**src/rtl/sr04_pkg.sv**
```systemverilog
// Shared types and constants for the SR04 measurement scheduler.
package sr04_pkg;

    localparam int unsigned SR04_DIST_W        = 9;
    localparam int unsigned CYCLE_US_DEFAULT   = 60000;
    localparam int unsigned TIMEOUT_US_DEFAULT = 30000;

    localparam logic [7:0] ASCII_0  = 8'h30;
    localparam logic [7:0] ASCII_CR = 8'h0D;
    localparam logic [7:0] ASCII_LF = 8'h0A;

    typedef logic [SR04_DIST_W-1:0] dist_t;

    typedef enum logic [2:0] {
        ST_IDLE,
        ST_TRIG,
        ST_WAIT_DONE,
        ST_UPDATE,
        ST_SEND,
        ST_ACK,
        ST_DONE_WAIT
    } sr04_state_t;

endpackage

```
**src/rtl/sr04_bin2ascii.sv**
```systemverilog
// Combinational 9-bit binary to three ASCII decimal digits (hundreds, tens, ones).
module sr04_bin2ascii
    import sr04_pkg::*;
(
    input  logic [SR04_DIST_W-1:0] bin,
    output logic [7:0]             asc_hundreds,
    output logic [7:0]             asc_tens,
    output logic [7:0]             asc_ones
);

    localparam dist_t C100 = dist_t'(100);
    localparam dist_t C10  = dist_t'(10);

    always_comb begin
        asc_hundreds = 8'(dist_t'(ASCII_0) + bin / C100);
        asc_tens     = 8'(dist_t'(ASCII_0) + (bin / C10) % C10);
        asc_ones     = 8'(dist_t'(ASCII_0) + bin % C10);
    end

endmodule

```
**src/rtl/sr04_measure_scheduler.sv**
```systemverilog
// Trigger sequencer for the SR04 unit: holdoff, timeout, moving average and
// ASCII "DDD\r\n" streaming of each averaged distance to the UART.
module sr04_measure_scheduler
    import sr04_pkg::*;
#(
    parameter int unsigned CYCLE_US       = CYCLE_US_DEFAULT,
    parameter int unsigned TIMEOUT_US     = TIMEOUT_US_DEFAULT,
    parameter int unsigned AVG_DEPTH_LOG2 = 2
) (
    input  logic                   clk,
    input  logic                   rst_n,
    input  logic                   tick_1us,
    input  logic                   mode_auto,
    input  logic                   single_req,
    output logic                   sr_start,
    input  logic                   sr_done,
    input  logic [SR04_DIST_W-1:0] sr_distance,
    input  logic                   uart_tx_busy,
    output logic                   uart_tx_start,
    output logic [7:0]             uart_tx_data,
    output logic [SR04_DIST_W-1:0] avg_distance,
    output logic                   avg_valid,
    output logic                   timeout_err,
    output logic                   busy
);

    localparam int unsigned DEPTH = 1 << AVG_DEPTH_LOG2;
    localparam int unsigned SUM_W = SR04_DIST_W + AVG_DEPTH_LOG2;
    localparam logic [15:0] CYCLE_LIM   = 16'(CYCLE_US);
    localparam logic [15:0] TIMEOUT_LIM = 16'(TIMEOUT_US);

    sr04_state_t      state;
    logic [15:0]      period_cnt;
    logic [15:0]      to_cnt;
    logic             pending;
    logic [2:0]       byte_idx;
    dist_t            sample_lat;
    dist_t            sample_buf [DEPTH];
    dist_t            next_buf   [DEPTH];
    logic [SUM_W-1:0] next_sum;
    logic [7:0]       asc_h, asc_t, asc_o;
    logic [7:0]       tx_byte;
    logic             want_meas;

    sr04_bin2ascii u_bin2ascii (
        .bin          (avg_distance),
        .asc_hundreds (asc_h),
        .asc_tens     (asc_t),
        .asc_ones     (asc_o)
    );

    // Auto mode requests directly rather than through the latch, so dropping
    // mode_auto mid-sequence leaves no stale request behind.
    assign want_meas = pending | mode_auto;
    assign busy      = (state != ST_IDLE);

    always_comb begin
        next_buf[0] = sample_lat;
        for (int unsigned i = 1; i < DEPTH; i++) begin
            next_buf[i] = avg_valid ? sample_buf[i-1] : sample_lat;
        end
        next_sum = '0;
        for (int unsigned i = 0; i < DEPTH; i++) begin
            next_sum = next_sum + SUM_W'(next_buf[i]);
        end
    end

    always_comb begin
        case (byte_idx)
            3'd0:    tx_byte = asc_h;
            3'd1:    tx_byte = asc_t;
            3'd2:    tx_byte = asc_o;
            3'd3:    tx_byte = ASCII_CR;
            default: tx_byte = ASCII_LF;
        endcase
    end

    always_ff @(posedge clk or negedge rst_n) begin
        if (!rst_n) begin
            state         <= ST_IDLE;
            period_cnt    <= CYCLE_LIM;
            to_cnt        <= '0;
            pending       <= 1'b0;
            byte_idx      <= '0;
            sample_lat    <= '0;
            for (int unsigned i = 0; i < DEPTH; i++) begin
                sample_buf[i] <= '0;
            end
            sr_start      <= 1'b0;
            uart_tx_start <= 1'b0;
            uart_tx_data  <= '0;
            avg_distance  <= '0;
            avg_valid     <= 1'b0;
            timeout_err   <= 1'b0;
        end else begin
            if (tick_1us && period_cnt < CYCLE_LIM) begin
                period_cnt <= period_cnt + 16'd1;
            end
            if (single_req) begin
                pending <= 1'b1;
            end

            case (state)
                ST_IDLE: begin
                    if (want_meas && period_cnt >= CYCLE_LIM) begin
                        sr_start <= 1'b1;
                        state    <= ST_TRIG;
                    end
                end
                ST_TRIG: begin
                    sr_start   <= 1'b0;
                    period_cnt <= '0;
                    to_cnt     <= '0;
                    pending    <= single_req;
                    state      <= ST_WAIT_DONE;
                end
                ST_WAIT_DONE: begin
                    if (sr_done) begin
                        sample_lat <= sr_distance;
                        state      <= ST_UPDATE;
                    end else if (to_cnt == TIMEOUT_LIM) begin
                        timeout_err <= 1'b1;
                        state       <= ST_IDLE;
                    end else if (tick_1us) begin
                        to_cnt <= to_cnt + 16'd1;
                    end
                end
                ST_UPDATE: begin
                    for (int unsigned i = 0; i < DEPTH; i++) begin
                        sample_buf[i] <= next_buf[i];
                    end
                    avg_distance <= dist_t'(next_sum >> AVG_DEPTH_LOG2);
                    avg_valid    <= 1'b1;
                    timeout_err  <= 1'b0;
                    byte_idx     <= '0;
                    state        <= ST_SEND;
                end
                ST_SEND: begin
                    if (!uart_tx_busy) begin
                        uart_tx_data  <= tx_byte;
                        uart_tx_start <= 1'b1;
                        state         <= ST_ACK;
                    end
                end
                ST_ACK: begin
                    uart_tx_start <= 1'b0;
                    if (uart_tx_busy) begin
                        state <= ST_DONE_WAIT;
                    end
                end
                ST_DONE_WAIT: begin
                    if (!uart_tx_busy) begin
                        if (byte_idx < 3'd4) begin
                            byte_idx <= byte_idx + 3'd1;
                            state    <= ST_SEND;
                        end else begin
                            state <= ST_IDLE;
                        end
                    end
                end
                default: state <= ST_IDLE;
            endcase
        end
    end

endmodule

```
**config.mk**
```make
export PLATFORM = sky130hd
export DESIGN_NAME = sr04_measure_scheduler
export DESIGN_NICKNAME = d
export VERILOG_FILES = /design/src/rtl/sr04_pkg.sv /design/src/rtl/sr04_bin2ascii.sv /design/src/rtl/sr04_measure_scheduler.sv
export SDC_FILE = /design/constraint.sdc
export NUM_CORES = 1
export LEC_CHECK = 0
export BUFFER_PORTS_ARGS = -buffer_cell sky130_fd_sc_hd__clkbuf_2
export CAP_MARGIN = 20
export CORE_MARGIN = 8
export CORE_UTILIZATION = 60
export CTS_BUF_LIST = sky130_fd_sc_hd__clkbuf_2
export DETAILED_ROUTE_END_ITERATION = 16
export GPL_TIMING_DRIVEN = 0
export HOLD_SLACK_MARGIN = 0.02
export PLACE_DENSITY = 0.78
export SETUP_SLACK_MARGIN = 0.5
export SLEW_MARGIN = 5
export SYNTH_ARGS = -nofsm -noshare
export SYNTH_HDL_FRONTEND = slang
export SYNTH_HIERARCHICAL = 1
export SYNTH_SLANG_ARGS = --single-unit
```
**constraint.sdc**
```tcl
create_clock -name clk -period 14.8 [get_ports clk]
set_input_delay 0.74 -clock clk [delete_from_list [all_inputs] [get_ports clk]]
set_output_delay 0.74 -clock clk [all_outputs]
set_load 0.02 [all_outputs]
```
==> results of run 1 <==
-- path summary, 6_finish.rpt --
path,end,slack [ns],cells after the start,from
worst max-delay path,uart_tx_data[6],7.05,32,avg_distance[7]
worst min-delay path,sample_buf[17],0.07,1,rst_n
worst max register to register,uart_tx_data[6],7.05,32,avg_distance[7]
worst min register to register,period_cnt[15],0.49,2,period_cnt[15]
max in group asynchronous,period_cnt[9],14.02,2,rst_n
min in group clk,pending,0.26,2,single_req
-- kinds of logic (layout without fill, tap and decap cells) --
logic type / after synthesis / in the layout / share of synthesized area
and+or+nand+nor: 324 / 324 / 0.232
DFF: 96 / 96 / 0.323
other: 2 / 5 / 0.00100
xor gates and xnor gates: 31 / 31 / 0.0363
buffers and inverters: 108 / 162 / 0.0651
muxes: 14 / 14 / 0.0197
adders and majority gates: 47 / 47 / 0.0962
AOI/OAI and AO/OA: 253 / 253 / 0.227
-- metal layers --
metal,track usage,share of wire
met2,0.399,0.49
met3,0.0358,0.042
met1,0.291,0.45
met4,0.0776,0.014
met5,0,0
-- flip-flops by register name, indices dropped and copies added (netlist names) --
| signal | flops |
|---|---|
| sample_buf | 27 |
| sr_start | 1 |
| byte_idx | 3 |
| period_cnt | 16 |
| sample_lat | 9 |
| timeout_err | 1 |
| avg_distance | 9 |
| uart_tx_data | 8 |
| state | 3 |
| to_cnt | 16 |
| uart_tx_start | 1 |
| avg_valid | 1 |
| pending | 1 |
-- metrics by stage --
stage	util	cells	hold slack (ns)	cell area [um2]
floorplan	-	878	0.438	7490
global placement	0.651	1083	0.448	7880
detailed placement	0.653	1084	0.462	7910
CTS	0.662	1100	0.0453	8010
global route	0.662	1100	0.0572	8010
finish	0.662	1100	0.0672	8010
-- worst max-delay path, delay by kind of cell (launching register included) --
family          cells  cell delay, ns
compound gates     13            2.80
simple gates        9            2.19
fa+ha+maj           4            1.10
buf+inv             3            0.59
flops               1            0.55
xor+xnor            3            0.45
-- area by class of cell --
type	count	share of cell area
clock inverter	6	0.00640
timing repair buffer	38	0.0269
clock buffer	10	0.00625
sequential	96	0.301
buffer	56	0.0364
inverter	52	0.0244
multi-input combinational	674	0.573
tap	168	0.0262
-- layout by cell type (no fill, tap or decap), drive strengths merged, types with 11 or more instances in the layout --
cell type and n:
nand2 100, dfrtp 89, o21ai 75, nor2 73
clkbuf 72, a21oi 66, inv 54, buf 32
ha 27, xnor2 24, fa 18, or3 16
nand2b 16, nor3 15, a21o 11, nand3 11
==> impl_results.md, run 1 <==
* Cts hold-fix bufs at 0
* Slew Viols, Final at 0
* Most common cell in the synthesized netlist: nand2_1
* Syn Inst Count at 875
* GR Util All Layers at 0.232
* Hold WC Path Type: input port to asynchronous set/reset pin
* Largest net degree at the start of global routing at 61
* Worst setup margin at just over 7 ns
* # port buffers at 37
* Antenna diodes at 0
* Placer congestion estimate at between 0.9 and 1
* Via Count at roughly 6700
* Top-area cell type share of the netlist area at 0.298
* RSZ-0062 raised after global routing: no
* Die Y at between 100 and 150 um
* Post-route DRC at 0
* Commonest cells in the netlist: 99 x nand2_1, 89 x dfrtp_1, 72 x nor2_1
* Syn-to-layout area delta at 7.20%
* Core ar. at roughly 12000 um2
* TNS Setup at 0 ns
* Arr. time, crit path at 8.28 ns
* Footprint of the multi-input gates at 4590 um2
* Critical path type: flip-flop to flip-flop
* Async SR Flop Fraction at 1.00
* Final period utilization at 0.523
* Die width at 128 um
* Root Driver: clkbuf_2
* Fillers at 1052
* Post-route ant nets at 0
* Slew Limit Headroom at 0.461
* Distinct cells, synth at 98
* CTS buffer count at 9
* Mean Syn Cell Area at 8.54 um2
* Final Hold Fails at 0
* Post-CTS setup buffer count at 0
* Final worst path period need at 7.75 ns
* Overflow after GRT at 0
* Layout Nets at 988
* Drt initial violations at ~460
* Worst skew pair latency at 0.62 ns
* Clk buf depth at 2
* DP Worst Slack at between 7 and 8 ns
* Post-DP HPWL at 14000 um
* Register Area at 2410 um2
* Most used cell, CP: ha_1
* Clock H-tree levels at 3
* Initial antenna violation count at 0
* Synth Cell Area at 7480 um2
* First-pass GRT wire length at 31100 um
* Slowest Stage Delay on Critical Path at 0.56 ns
* Largest cells by area after synthesis: dfrtp_1 30%, nand2_1 5.0%, fa_1 4.8%
* Via density at a little over 6
* Worst Skew at 0.0412 ns
* Status: finished clean
* Ys Warns at 6
* Worst Path Max Fanout at 10
* Final setup fails at 0
* WL/cell at approximately 17 um
* Maxcap violations at 0
* IO Pins at 38
* Critical-path top delay cell: or4_1
* DRT Pass-1 Iters at 4
* CTS Sinks at between 90 and 100
* # rows at 40
* Setup crit start kind: flip-flop
* Post_cts resized at 0
* Share of cells above drive strength 1 at 0.144
* Vias in the first global route at approximately 6600
* Starting Density at 0.617
* Total Wirelength at 18400 um
* Tightest Pin Transition at roughly 0.80 ns
* Worst-path clk slew at 0.29 ns
* CTS tree: done
* Largest area contributor in the netlist: dfrtp_1
* Synth Flop Type: dfrtp_1
* EDFF count, synth at 0
* DIE AREA at 16300 um2
* Crit path capture type: flip-flop
* Yosys reg bits at 96
* CP required at between 15 and 20 ns
* FMAX at 0.129 GHz
* Sequential area share after synthesis at 0.323
Power of run 1 is not shown: default switching activity piles up to over one toggle a cycle in this logic, so the estimate is an artifact.
==> run 2, diff against run 1 <==
- CORE_UTILIZATION: 60 -> 58
- PLACE_DENSITY: 0.78 -> 0.79
- clock period: 14.8 -> 6.9 ns (I/O delays scaled with it)
==> run 2 against run 1 <==
Net effect: via count up 6.1%; register-to-register slack lost 6.5 ns; cell area increased by 11%; setup slack worse by 6.5 ns; largest cell class unchanged; highest routed layer unchanged.
==> impl_results.md, run 2 (synthesized netlist as in run 1, its figures left out) <==
* Drt initial violations at about 650
* Most frequent cells in the layout: 98 x nand2_1, 85 x dfrtp_1, 71 x nor2_1, 70 x buf_4, 62 x a21oi_1
* Clk buf depth at 2
* Critical path type: flip-flop to flip-flop
* DR WL met2 at 9170 um
* Largest regs: sample_buf: 27 flops, period_cnt: 16 flops, to_cnt: 16 flops
* Largest net degree at the start of global routing at 63
* CTS buffer count at 9
* WL met1 at approximately 8400 um
* Initial antenna violation count at 0
* Share of cells above drive strength 1 at 0.225
* Crit path capture type: flip-flop
* Final period utilization at 0.916
* CP required at 7.43 ns
* Worst-path clk slew at between 0.2 and 0.3 ns
* Final worst path period need at 6.32 ns
* FMAX at 0.158 GHz
* Post-route DRC at 0
* Die Y at 130 um
* RSZ-0062 raised after global routing: yes
* Antenna diodes at 0
* Via density at ~6
* DIE AREA at around 17000 um2
* Final setup fails at 0
* First-pass GRT wire length at 30900 um
* Syn-to-layout area delta at 18.6%
* Post-DP HPWL at between 10000 and 15000 um
* Worst-case reg-to-reg path depth at 32
* Setup crit start kind: flip-flop
* DRT Pass-1 Iters at 5
* Status: finished clean
* Total Wirelength at 19100 um
* Final Hold Fails at 0
* Fillers at 976
* Root Driver: clkbuf_2
* Vias in the first global route at 6512
* Post-route ant nets at 0
* # port buffers at 37
* Commonest non-fill, non-tap cell in the layout: nand2_1
* WHS Path Cells at 4
* Layout Nets at 1062
* Number of flip-flops in the largest register at 27
* Via Count at 7088
* Clock H-tree levels at 3
* GR Util All Layers at 0.227
* CTS tree: done
* Maxcap violations at 0
* Worst skew pair latency at 0.62 ns
* Die width at 130 um
* # rows at 41
* Starting Density at 0.592
* Placer congestion estimate at ~0.90
* Hold WC Path Type: input port to flip-flop
* Slowest Stage Delay on Critical Path at 0.53 ns
* Worst Path Max Fanout at 8
* Largest Register: sample_buf
* Tightest Pin Transition at slightly above 0.7 ns
* WL/cell at 16.2 um
* Buf/Inv on CP at 6
* Placed cells at 1088
* Top Layer Used: met4
* Worst Skew at 0.0257 ns
* Critical-path top delay cell: or4_4
* Slew Viols, Final at 0
* Non-filler cells, final at 1178
* WP depth at 32
* WL met3 at 1060 um
* Crit path max-delay family: compound AO/OA/AOI/OAI gates
* Arr. time, crit path at 6.85 ns
* Overflow after GRT at 0
* Slew Limit Headroom at 0.512
* CTS Sinks at 96
* Core ar. at 12600 um2
* IO Pins at 38
run 2: worst reg2reg max path: cells and delay by family, from the launching register on:
kind	cells	cell delay, ns
buf+inv	6	0.79
xor+xnor	3	0.43
compound gates	12	2.28
fa+ha+maj	3	0.60
flops	1	0.50
simple gates	8	1.64
run 2: area by class of cell:
cell class	count	area, um2	area share
Multi-Input combinational cell	674	4770	0.538
Sequential cell	96	2420	0.273
Timing Repair Buffer	112	820	0.0924
Buffer	56	350	0.0395
Tap cell	172	215	0.0243
Inverter	52	195	0.0220
Clock inverter	6	52.6	0.00593
Clock buffer	10	50.0	0.00564
run 2: final timing paths:
kind / startpoint / endpoint / slack, ns
worst max-delay path: avg_distance[7] / uart_tx_data[6] / 0.58
worst min-delay path: mode_auto / sr_start / 0.13
worst max register to register: avg_distance[7] / uart_tx_data[6] / 0.58
worst min register to register: period_cnt[15] / period_cnt[15] / 0.48
max in group asynchronous: rst_n / period_cnt[9] / 5.99
min in group asynchronous: rst_n / to_cnt[4] / 0.20
run 2: layer usage:
metal / up-vias / GRT usage
met5: - / 0
met4: 0 / 0.0792
met3: 50 / 0.0464
met2: 268 / 0.375
met1: 3375 / 0.289
li1: 3395 / -
run 2: repair_timing:
action                     4_1_cts  5_1_grt
hold buffers                    12        0
gates cloned                     0        1
buffers inserted                30       31
setup endpoints to repair        7        7
hold endpoints to repair        46        0
pin swaps                       14       26
resized for setup               11       44
run 2: per-stage QoR:
stage	cell area (um2)	utilization	hold slack [ns]	worst slack, ns	TNS (ns)
floorplan	7510	-	0.0494	0.515	0
global placement	7910	0.627	0.451	-0.0645	-0.0645
detailed placement	7940	0.629	0.374	-0.173	-0.215
CTS	8450	0.669	0.0873	0.535	0
global route	8870	0.703	0.0550	0.295	0
finish	8870	0.703	0.129	0.582	0
Power of run 2 is left out for the same reason.
==> run 3, diff against run 2 <==
- CORE_ASPECT_RATIO: default -> 1.1
==> run 3 against run 2 <==
Net effect: maximum frequency grew 2.2%; via count down 0.83%; setup slack improved by 0.13 ns; register-to-register slack better by 0.13 ns; first-iteration DRC count is 16% lower; critical path type unchanged.
==> impl_results.md, run 3 (synthesized netlist as in run 1, its figures left out) <==
* Largest Register: sample_buf
* Most frequent cells in the layout: 97 x nand2_1, 85 x dfrtp_1, 71 x nor2_1, 62 x a21oi_1, 60 x o21ai_0
* Clk buf depth at 2
* Final setup fails at 0
* CTS Sinks at 96
* CTS buffer count at 9
* Worst Skew at approximately 0.031 ns
* # port buffers at 37
* Setup crit start kind: flip-flop
* Slew Viols, Final at 0
* Crit path launch: avg_distance[5]
* Root Driver: clkbuf_2
* Via Count at 7029
* Placer congestion estimate at 0.894
* GR Util All Layers at 0.220
* Initial antenna violation count at 1
* Share of cells above drive strength 1 at 0.218
* Largest net degree at the start of global routing at 63
* Post-route DRC at 0
* IO Pins at 38
* Post-DP HPWL at 13200 um
* Vias in the first global route at 6706
* Status: finished clean
* Arr. time, crit path at approximately 6.7 ns
* Layout Nets at between 1000 and 1500
* Hold WS at 0.115 ns
* Slew Limit Headroom at 0.486
* Footprint of the multi-input gates at 4770 um2
* Hold WC Path Type: input port to flip-flop
* Final period utilization at 0.896
* Most used cell, CP: o21ai_2
* DP Worst Slack at -0.197 ns
* Die width at 124 um
* Worst Path Max Fanout at 6
* Tightest Pin Transition at ~0.77 ns
* WL/cell at 16.5 um
* Core ar. at 12600 um2
* Slowest Stage Delay on Critical Path at 0.48 ns
* Fillers at 1025
* Total Wirelength at 19000 um
* CTS tree: done
* # rows at 43
* Worst setup margin at 0.716 ns
* Drt initial violations at 543
* Worst-path clk slew at a little under 0.3 ns
* DIE AREA at 16800 um2
* First-pass GRT wire length at approximately 31000 um
* FMAX at 0.162 GHz
* Register Area at about 2400 um2
* Largest regs: sample_buf: 27 flops, period_cnt: 16 flops, to_cnt: 16 flops
* Critical-path top delay cell: dfrtp_1
* Worst skew pair latency at 0.60 ns
* Number of flip-flops in the largest register at 27
* Critical path type: flip-flop to flip-flop
* Syn-to-layout area delta at 17.6%
* CP required at between 7 and 8 ns
* Overflow after GRT at 0
* Clock H-tree levels at 3
* Crit path capture type: flip-flop
* Via density at 6.11
* Min-Delay Startpoint: mode_auto
* Final worst path period need at 6.18 ns
* Commonest non-fill, non-tap cell in the layout: nand2_1
* Maxcap violations at 0
* DRT Pass-1 Iters at 6
* R2r startpoint: avg_distance[5]
* R2r setup slk at just over 0.7 ns
* Post-route ant nets at 0
* Die Y at 135 um
* Starting Density at 0.594
* RSZ-0062 raised after global routing: no
* Final Hold Fails at 0
## run 3: cell types whose count changed in the layout (fill, tap and decap cells not counted), sizes merged
cell,delta
diode,+1
clkbuf,-1
buf,-14
bufinv,+1
## run 3: cell type report
type | instances | share of cell area
clock buffer | 9 | 0.00512
multi-input combinational | 674 | 0.542
clock inverter | 7 | 0.00982
sequential | 96 | 0.275
timing repair buffer | 98 | 0.0833
buffer | 56 | 0.0393
inverter | 52 | 0.0226
tap | 157 | 0.0223
antenna | 1 | 0.000285
## run 3: metrics by stage
stage	utilization	TNS [ns]	cells	instance area [um2]
floorplan	-	0	878	7510
global placement	0.627	-0.126	1072	7900
detailed placement	0.629	-0.197	1073	7930
CTS	0.662	0	1116	8330
global route	0.698	0	1150	8790
finish	0.698	0	1150	8790
## run 3: critical path, delay by kind of cell, from the launching register on
family          cells  cell delay (ns)
xor+xnor            4             0.54
flops               1             0.48
compound gates     13             2.41
buf+inv             3             0.41
simple gates        8             1.46
fa+ha+maj           4             0.81
## run 3: timing repair
action | in CTS | in global routing
cloned | 0 | 3
hold buffers | 12 | 0
buffers inserted | 15 | 30
hold endpoints to repair | 45 | 0
pin swaps | 13 | 27
gates resized for setup | 11 | 46
setup endpoints to repair | 7 | 6
## run 3: final timing paths
kind / endpoint / depth (start not counted)
worst max register to register: uart_tx_data[6] / 32
worst min-delay path: sr_start / 4
worst min register to register: period_cnt[15] / 2
max in group asynchronous: period_cnt[11] / 3
worst max-delay path: uart_tx_data[6] / 32
min in group asynchronous: period_cnt[4] / 2
## run 3: metal layers
layer,vias to the layer above,GRT usage,part of all wire
li1,3356,-,-
met1,3389,0.265,0.42
met2,225,0.381,0.50
met3,59,0.0349,0.046
met4,0,0.101,0.031
met5,-,0,0
Power of run 3 is left out for the same reason.
